--- src/rtl/fp_normalize_round_pkg.sv ---
// Shared FP32 constants, the packed single-precision layout and the
// normalize/round sequencer states.
package fp_normalize_round_pkg;
   localparam int FP32_EXP_W  = 8;
   localparam int FP32_FRAC_W = 23;
   localparam int FP32_BIAS   = 127;
   localparam int EXP_MAX     = 255;
   localparam int RAW_MANT_W  = 28;
   // Internal exponent is signed and two bits wider so +1 carries past 255 stay visible
   localparam int IEXP_W      = 10;
   localparam logic signed [IEXP_W-1:0] IEXP_MAX = IEXP_W'(EXP_MAX);

   typedef struct packed {
      logic                   sign;
      logic [FP32_EXP_W-1:0]  exp;
      logic [FP32_FRAC_W-1:0] frac;
   } fp32_t;

   typedef enum logic [1:0] {IDLE, NORM, ROUND, DONE} nr_state_e;
endpackage

--- src/rtl/fp_normalize_round_if.sv ---
// Upstream operand and downstream result handshakes of the normalize/round stage.
interface fp_normalize_round_if;
   import fp_normalize_round_pkg::*;

   logic                  in_valid;
   logic                  in_ready;
   logic                  in_sign;
   logic [FP32_EXP_W-1:0] in_exp;
   logic [RAW_MANT_W-1:0] in_mant;
   logic                  out_valid;
   logic                  out_ready;
   logic [31:0]           result;
   logic                  overflow;
   logic                  underflow;
   logic                  inexact;

   modport master (
      output in_valid, in_sign, in_exp, in_mant, out_ready,
      input  in_ready, out_valid, result, overflow, underflow, inexact
   );

   modport slave (
      input  in_valid, in_sign, in_exp, in_mant, out_ready,
      output in_ready, out_valid, result, overflow, underflow, inexact
   );
endinterface

--- src/rtl/fp_normalize_round_rne.sv ---
// Combinational round-to-nearest-even of a normalized (or denormal) 24-bit
// significand with guard/round/sticky, producing the packed exponent field.
module fp_round_rne
   import fp_normalize_round_pkg::*;
(
   input  logic [FP32_FRAC_W:0]      sig_i,
   input  logic [2:0]                grs_i,
   input  logic signed [IEXP_W-1:0]  exp_i,
   output logic [FP32_FRAC_W-1:0]    frac_o,
   output logic [FP32_EXP_W-1:0]     exp_o,
   output logic                      overflow_o,
   output logic                      inexact_o
);
   logic                        up;
   logic [FP32_FRAC_W+1:0]      sum;
   logic [FP32_FRAC_W:0]        sig_r;
   logic signed [IEXP_W-1:0]    exp_r;

   always_comb begin
      up  = grs_i[2] & (grs_i[1] | grs_i[0] | sig_i[0]);
      sum = {1'b0, sig_i} + {{(FP32_FRAC_W+1){1'b0}}, up};
      if (sum[FP32_FRAC_W+1]) begin
         sig_r = sum[FP32_FRAC_W+1:1];
         exp_r = exp_i + IEXP_W'(1);
      end else begin
         sig_r = sum[FP32_FRAC_W:0];
         exp_r = exp_i;
      end
      overflow_o = (exp_r >= IEXP_MAX);
      inexact_o  = (|grs_i) | overflow_o;
      if (overflow_o) begin
         frac_o = '0;
         exp_o  = '1;
      end else begin
         frac_o = sig_r[FP32_FRAC_W-1:0];
         // A clear hidden bit means denormal or zero; a denormal that rounded
         // into the hidden bit already carries exponent 1
         exp_o  = sig_r[FP32_FRAC_W] ? exp_r[FP32_EXP_W-1:0] : '0;
      end
   end
endmodule

--- src/rtl/fp_normalize_round.sv ---
// Post-add normalize (one left shift per cycle) and RNE round stage of the
// FP32 adder; one operation in flight, valid/ready on both sides.
module fp_normalize_round
   import fp_normalize_round_pkg::*;
#(
   parameter int MANT_W = RAW_MANT_W,
   parameter int EXP_W  = FP32_EXP_W
) (
   input  logic                clk,
   input  logic                rst,
   fp_normalize_round_if.slave bus
);
   nr_state_e                state_q, state_d;
   logic                     sign_q, sign_d;
   logic signed [IEXP_W-1:0] exp_q, exp_d;
   logic [MANT_W-1:0]        mant_q, mant_d;
   logic                     special_q, special_d;
   fp32_t                    result_q, result_d;
   logic                     ovf_q, ovf_d;
   logic                     unf_q, unf_d;
   logic                     inx_q, inx_d;

   logic                     accept;
   logic [FP32_FRAC_W-1:0]   rnd_frac;
   logic [FP32_EXP_W-1:0]    rnd_exp;
   logic                     rnd_ovf;
   logic                     rnd_inx;

   assign bus.in_ready  = (state_q == IDLE) & ~rst;
   assign accept        = bus.in_valid & bus.in_ready;
   assign bus.out_valid = (state_q == DONE);
   assign bus.result    = result_q;
   assign bus.overflow  = ovf_q;
   assign bus.underflow = unf_q;
   assign bus.inexact   = inx_q;

   fp_round_rne u_round (
      .sig_i      (mant_q[26:3]),
      .grs_i      (mant_q[2:0]),
      .exp_i      (exp_q),
      .frac_o     (rnd_frac),
      .exp_o      (rnd_exp),
      .overflow_o (rnd_ovf),
      .inexact_o  (rnd_inx)
   );

   always_comb begin
      state_d   = state_q;
      sign_d    = sign_q;
      exp_d     = exp_q;
      mant_d    = mant_q;
      special_d = special_q;
      result_d  = result_q;
      ovf_d     = ovf_q;
      unf_d     = unf_q;
      inx_d     = inx_q;
      unique case (state_q)
         IDLE: begin
            if (accept) begin
               state_d   = NORM;
               sign_d    = bus.in_sign;
               mant_d    = bus.in_mant;
               special_d = (bus.in_exp == '1);
               exp_d     = (bus.in_exp == '0) ? IEXP_W'(1)
                                              : {{(IEXP_W-EXP_W){1'b0}}, bus.in_exp};
            end
         end
         NORM: begin
            if (special_q || (mant_q == '0)) begin
               state_d = ROUND;
            end else if (mant_q[27]) begin
               // Carry out of the adder: the dropped bit folds into sticky
               mant_d  = {1'b0, mant_q[27:2], mant_q[1] | mant_q[0]};
               exp_d   = exp_q + IEXP_W'(1);
               state_d = ROUND;
            end else if (mant_q[26] || (exp_q == IEXP_W'(1))) begin
               state_d = ROUND;
            end else begin
               mant_d  = {mant_q[26:0], 1'b0};
               exp_d   = exp_q - IEXP_W'(1);
            end
         end
         ROUND: begin
            state_d = DONE;
            if (special_q) begin
               result_d = {sign_q, 8'hFF, mant_q[25:3]};
               ovf_d    = 1'b0;
               unf_d    = 1'b0;
               inx_d    = 1'b0;
            end else if (mant_q == '0) begin
               result_d = '0;
               ovf_d    = 1'b0;
               unf_d    = 1'b0;
               inx_d    = 1'b0;
            end else begin
               result_d = {sign_q, rnd_exp, rnd_frac};
               ovf_d    = rnd_ovf;
               unf_d    = (rnd_exp == '0) & rnd_inx;
               inx_d    = rnd_inx;
            end
         end
         DONE: begin
            if (bus.out_ready) state_d = IDLE;
         end
         default: state_d = IDLE;
      endcase
   end

   always_ff @(posedge clk) begin
      if (rst) begin
         state_q  <= IDLE;
         result_q <= '0;
         ovf_q    <= 1'b0;
         unf_q    <= 1'b0;
         inx_q    <= 1'b0;
      end else begin
         state_q  <= state_d;
         result_q <= result_d;
         ovf_q    <= ovf_d;
         unf_q    <= unf_d;
         inx_q    <= inx_d;
      end
   end

   // Operand datapath is only meaningful after an accept, so it is not reset
   always_ff @(posedge clk) begin
      sign_q    <= sign_d;
      exp_q     <= exp_d;
      mant_q    <= mant_d;
      special_q <= special_d;
   end
endmodule
--- src/flat_wrapper.sv ---
// flat-port wrapper written by rule: the top's interface ports become plain ports
module fp_normalize_round_flat import fp_normalize_round_pkg::*;
#(
   parameter int MANT_W = RAW_MANT_W,
   parameter int EXP_W  = FP32_EXP_W
)
  (clk, rst, bus_in_valid, bus_in_sign, bus_in_exp, bus_in_mant, bus_out_ready, bus_in_ready, bus_out_valid, bus_result, bus_overflow, bus_underflow, bus_inexact);
  fp_normalize_round_if bus_i ();
  input  logic clk;
  input  logic rst;
  input wire logic [$bits(bus_i.in_valid)-1:0] bus_in_valid;
  input wire logic [$bits(bus_i.in_sign)-1:0] bus_in_sign;
  input wire logic [$bits(bus_i.in_exp)-1:0] bus_in_exp;
  input wire logic [$bits(bus_i.in_mant)-1:0] bus_in_mant;
  input wire logic [$bits(bus_i.out_ready)-1:0] bus_out_ready;
  output wire logic [$bits(bus_i.in_ready)-1:0] bus_in_ready;
  output wire logic [$bits(bus_i.out_valid)-1:0] bus_out_valid;
  output wire logic [$bits(bus_i.result)-1:0] bus_result;
  output wire logic [$bits(bus_i.overflow)-1:0] bus_overflow;
  output wire logic [$bits(bus_i.underflow)-1:0] bus_underflow;
  output wire logic [$bits(bus_i.inexact)-1:0] bus_inexact;
  assign bus_i.in_valid = bus_in_valid;
  assign bus_i.in_sign = bus_in_sign;
  assign bus_i.in_exp = bus_in_exp;
  assign bus_i.in_mant = bus_in_mant;
  assign bus_i.out_ready = bus_out_ready;
  assign bus_in_ready = bus_i.in_ready;
  assign bus_out_valid = bus_i.out_valid;
  assign bus_result = bus_i.result;
  assign bus_overflow = bus_i.overflow;
  assign bus_underflow = bus_i.underflow;
  assign bus_inexact = bus_i.inexact;
  fp_normalize_round #(.MANT_W(MANT_W), .EXP_W(EXP_W)) u_core (.clk(clk), .rst(rst), .bus(bus_i));
endmodule
--- config.mk ---
export PLATFORM = sky130hd
export DESIGN_NAME = fp_normalize_round_flat
export DESIGN_NICKNAME = d
export VERILOG_FILES = /design/src/rtl/fp_normalize_round_pkg.sv /design/src/rtl/fp_normalize_round_if.sv /design/src/rtl/fp_normalize_round_rne.sv /design/src/rtl/fp_normalize_round.sv /design/src/flat_wrapper.sv
export SDC_FILE = /design/constraint.sdc
export NUM_CORES = 1
export LEC_CHECK = 0
export CORE_MARGIN = 2
export CORE_UTILIZATION = 50
export CTS_CLUSTER_SIZE = 12
export DETAILED_ROUTE_END_ITERATION = 12
export PLACE_DENSITY = 0.77
export SLEW_MARGIN = 20
export SYNTH_ARGS = -nofsm -noshare
export SYNTH_HDL_FRONTEND = slang
export SYNTH_SLANG_ARGS = --single-unit
--- constraint.sdc ---
create_clock -name clk -period 2.62 [get_ports clk]
set_input_delay 0.655 -clock clk [delete_from_list [all_inputs] [get_ports clk]]
set_output_delay 0.655 -clock clk [all_outputs]
set_load 0.01 [all_outputs]
==> results.yml <==
cts:
  cts_tree: "yes"
  cts_buffer_depth: 2
  clk_latency_ns: 0.35
  h-tree-depth: 3
  clk_pin_slew_ns: 0.08
  clock-root-buffer: "clkbuf_8"
  cts_buffers: 9
  clock-sinks: 77
die:
  fp.dieW_um: 105
  start_util: 0.518
  dieHeight_um: 105
  fp.dieArea_um2: 11000
  io_pins: 78
  fp-row-count: 36
  core_um2: 9860
global_routing:
  antenna_found_initial: 0
  grt_pass1_vias: 4770
  grt_usage: 0.273
  grt_start_max_net_pins: 65
  grt_pass1_wl_um: 24300
  grt-ovfl-total: 0
worst_setup_path:
  crit_fanout: 37
  startpoint: "u_core.mant_q[17]"
  path_class: "flip-flop to flip-flop"
  critPathArrivalTime_ns: 2.53
  reg2reg_slack_ns: 0.09
  endpoint_kind: "flip-flop"
  required_ns: 2.62
  reg2reg_depth: 6
  start_kind: "flip-flop"
  rr_startpoint: "u_core.mant_q[17]"
  crit_end: "u_core.exp_q[8]"
  reg2reg_to: "u_core.exp_q[8]"
sta:
  clock_skew_ns: 0.00547
  tightest_slew_ns: 0.612
  setup_viol: 0
  grt_setup_unrepaired: "true"
  timing.fmax_mhz: 396
  period_share: 0.965
  final_hold_viol_count: 0
  maxSlewHeadroom: 0.592
  period_needed_ns: 2.53
  drv_slew: 0
  fin_ws_ns: 0.0916
layout:
  syn_to_final_growth_pct: 30.7
  n_antenna_cell: 0
  num-nets-final: 776
  stdcell_area_um2: 6680
  final_cell_mix: "nor2_1 (89), buf_4 (82), clkdlybuf4s50_1 (77)"
  fin_cells: 864
  final_util: 0.677
  drive_above_1_share: 0.183
  fill_cells: 832
  layout_commonest_cell: "nor2_1"
drt:
  wire_per_inst_um: 17.2
  route.vias.total: 5111
  drt_iter0_drc: 350
  drtPass1Iterations: 4
  vias_per_cell: 5.92
  drc: 0
  totalWireLength_um: 14900
  antenna_left: 0
yosys:
  syn_area_um2: 5110
  synth-seq-cells: 77
  synth_warnings: 0
  syn_nets: 659
  ys.flop_type: "edfxtp_1"
  ys_async_sr_fraction: 0
  syn_avg_cell_area_um2: 8.39
  synth_edf_count: 40
  synth_cells: 609
  synth_cell_types: 70
  ys_seq_area_frac: 0.380
run_status:
  status: "finished clean"
placement:
  dpl.hpwl_um: 11000
  preCtsSetupSlack_ns: -0.0427
  port_buffers: 77
  routabilityCongestion: 0.961
  dpl-instance-area_um2: 6400
  dp.cells: 841
job:
  max_cap_violations: 0
power:
  ir_drop_v: 0.000570
  power.leakage_nw: 2.52
  p_per_area_nw_per_um2: 989
min_path:
  worstHoldPathType: "flip-flop to flip-flop"
==> worst max-delay path, stage by stage (launching register included) <==
cell	delay, ns
edfxtp_1	0.54
nor4_1	0.11
nand4_1	0.23
o21bai_1	0.19
buf_4	0.19
a22oi_1	0.34
o31a_4	0.55
==> power breakdown <==
group / switching, mW / internal, mW / leakage (nW)
Combinational: 1.87 / 1.59 / 1.75
Sequential: 0.437 / 1.82 / 0.672
Clock: 0.420 / 0.477 / 0.103
==> cells in the mapped netlist (3+ instances only) <==
cell / instances / area, um2
nor2_1: 90 / 338
a21oi_1: 71 / 355
edfxtp_1: 40 / 1200
dfxtp_1: 37 / 741
clkbuf_1: 34 / 128
nand2_1: 34 / 128
and3_1: 31 / 194
o21ai_0: 18 / 90.1
xnor2_1: 18 / 158
nor3_1: 16 / 80.1
buf_2: 15 / 75.1
inv_1: 14 / 52.6
nand3_1: 13 / 65.1
nand4_1: 13 / 81.3
nor2b_1: 12 / 75.1
a311oi_1: 11 / 96.3
a31oi_1: 11 / 68.8
ha_1: 9 / 113
a221o_1: 8 / 80.1
mux2_2: 7 / 78.8
nor4_1: 7 / 43.8
a22oi_1: 6 / 45.0
or3_1: 6 / 37.5
a21o_1: 4 / 30.0
nand2b_1: 4 / 25.0
o22ai_2: 4 / 50.1
a211oi_1: 3 / 22.5
and2_1: 3 / 18.8
nand3b_1: 3 / 22.5
nand4b_1: 3 / 26.3
o211ai_1: 3 / 22.5
o21a_1: 3 / 22.5
or4_1: 3 / 22.5
==> stage by stage <==
step	hold slack, ns	setup TNS, ns	power, mW
floorplan	0.470	0	4.23
global placement	0.448	0	5.50
detailed placement	0.455	-1.57	5.59
CTS	0.465	0	6.49
global route	0.489	-0.0441	7.05
finish	0.465	0	6.61
==> final cells by class <==
cell class / instances / area [um2] / area share
tap: 133 / 166 / 0.0249
multi-input combinational: 465 / 2940 / 0.439
clock buffer: 16 / 199 / 0.0298
sequential: 77 / 1940 / 0.291
inverter: 14 / 52.6 / 0.00786
timing repair buffer: 159 / 1390 / 0.207
==> registers in the layout (all words and copies together), names as in the netlist <==
name / flops
u_core.state_q: 2
u_core.exp_q: 10
u_core.special_q: 1
u_core.sign_q: 1
u_core.bus.result: 32
u_core.bus.overflow: 1
u_core.bus.underflow: 1
u_core.bus.inexact: 1
u_core.mant_q: 28
==> worst min path at each step <==
stage / slack [ns] / depth (start not counted) / end / startpoint
after floorplan: 0.47 / 2 / u_core.bus.underflow / u_core.bus.underflow
after global placement: 0.45 / 2 / u_core.bus.underflow / u_core.bus.underflow
after detailed placement: 0.45 / 2 / u_core.bus.underflow / u_core.bus.underflow
after CTS: 0.47 / 2 / u_core.bus.underflow / u_core.bus.underflow
after global routing: 0.49 / 2 / u_core.bus.underflow / u_core.bus.underflow
final: 0.47 / 2 / u_core.bus.underflow / u_core.bus.underflow
==> repair_timing <==
action,CTS,global route
setup buffers,0,7
pin swaps,0,2
endpoints found under the setup margin,12,22
hold buffers,0,0
gates resized for setup,2,7
hold endpoints to repair,0,0
==> logic make-up after synthesis <==
group | after synthesis | synth area share
adder cells (fa/ha/maj) | 9 | 0.0220
XOR/XNOR | 21 | 0.0374
AO/OA/AOI/OAI | 171 | 0.222
flip-flops | 77 | 0.380
buffers and inverters | 67 | 0.0546
AND/OR/NAND/NOR | 255 | 0.264
multiplexers | 9 | 0.0193
==> metal layers <==
layer  routed length, um  GRT usage  share of wire  vias up
met5                   0          0              0        -
met4                 274     0.0943          0.018        0
met3                 946     0.0318          0.064       20
met2                6410      0.405           0.43      193
met1                7240      0.410           0.49     2407
li1                    -          -              -     2491
Note: power is estimated with default switching activity, not from simulation.
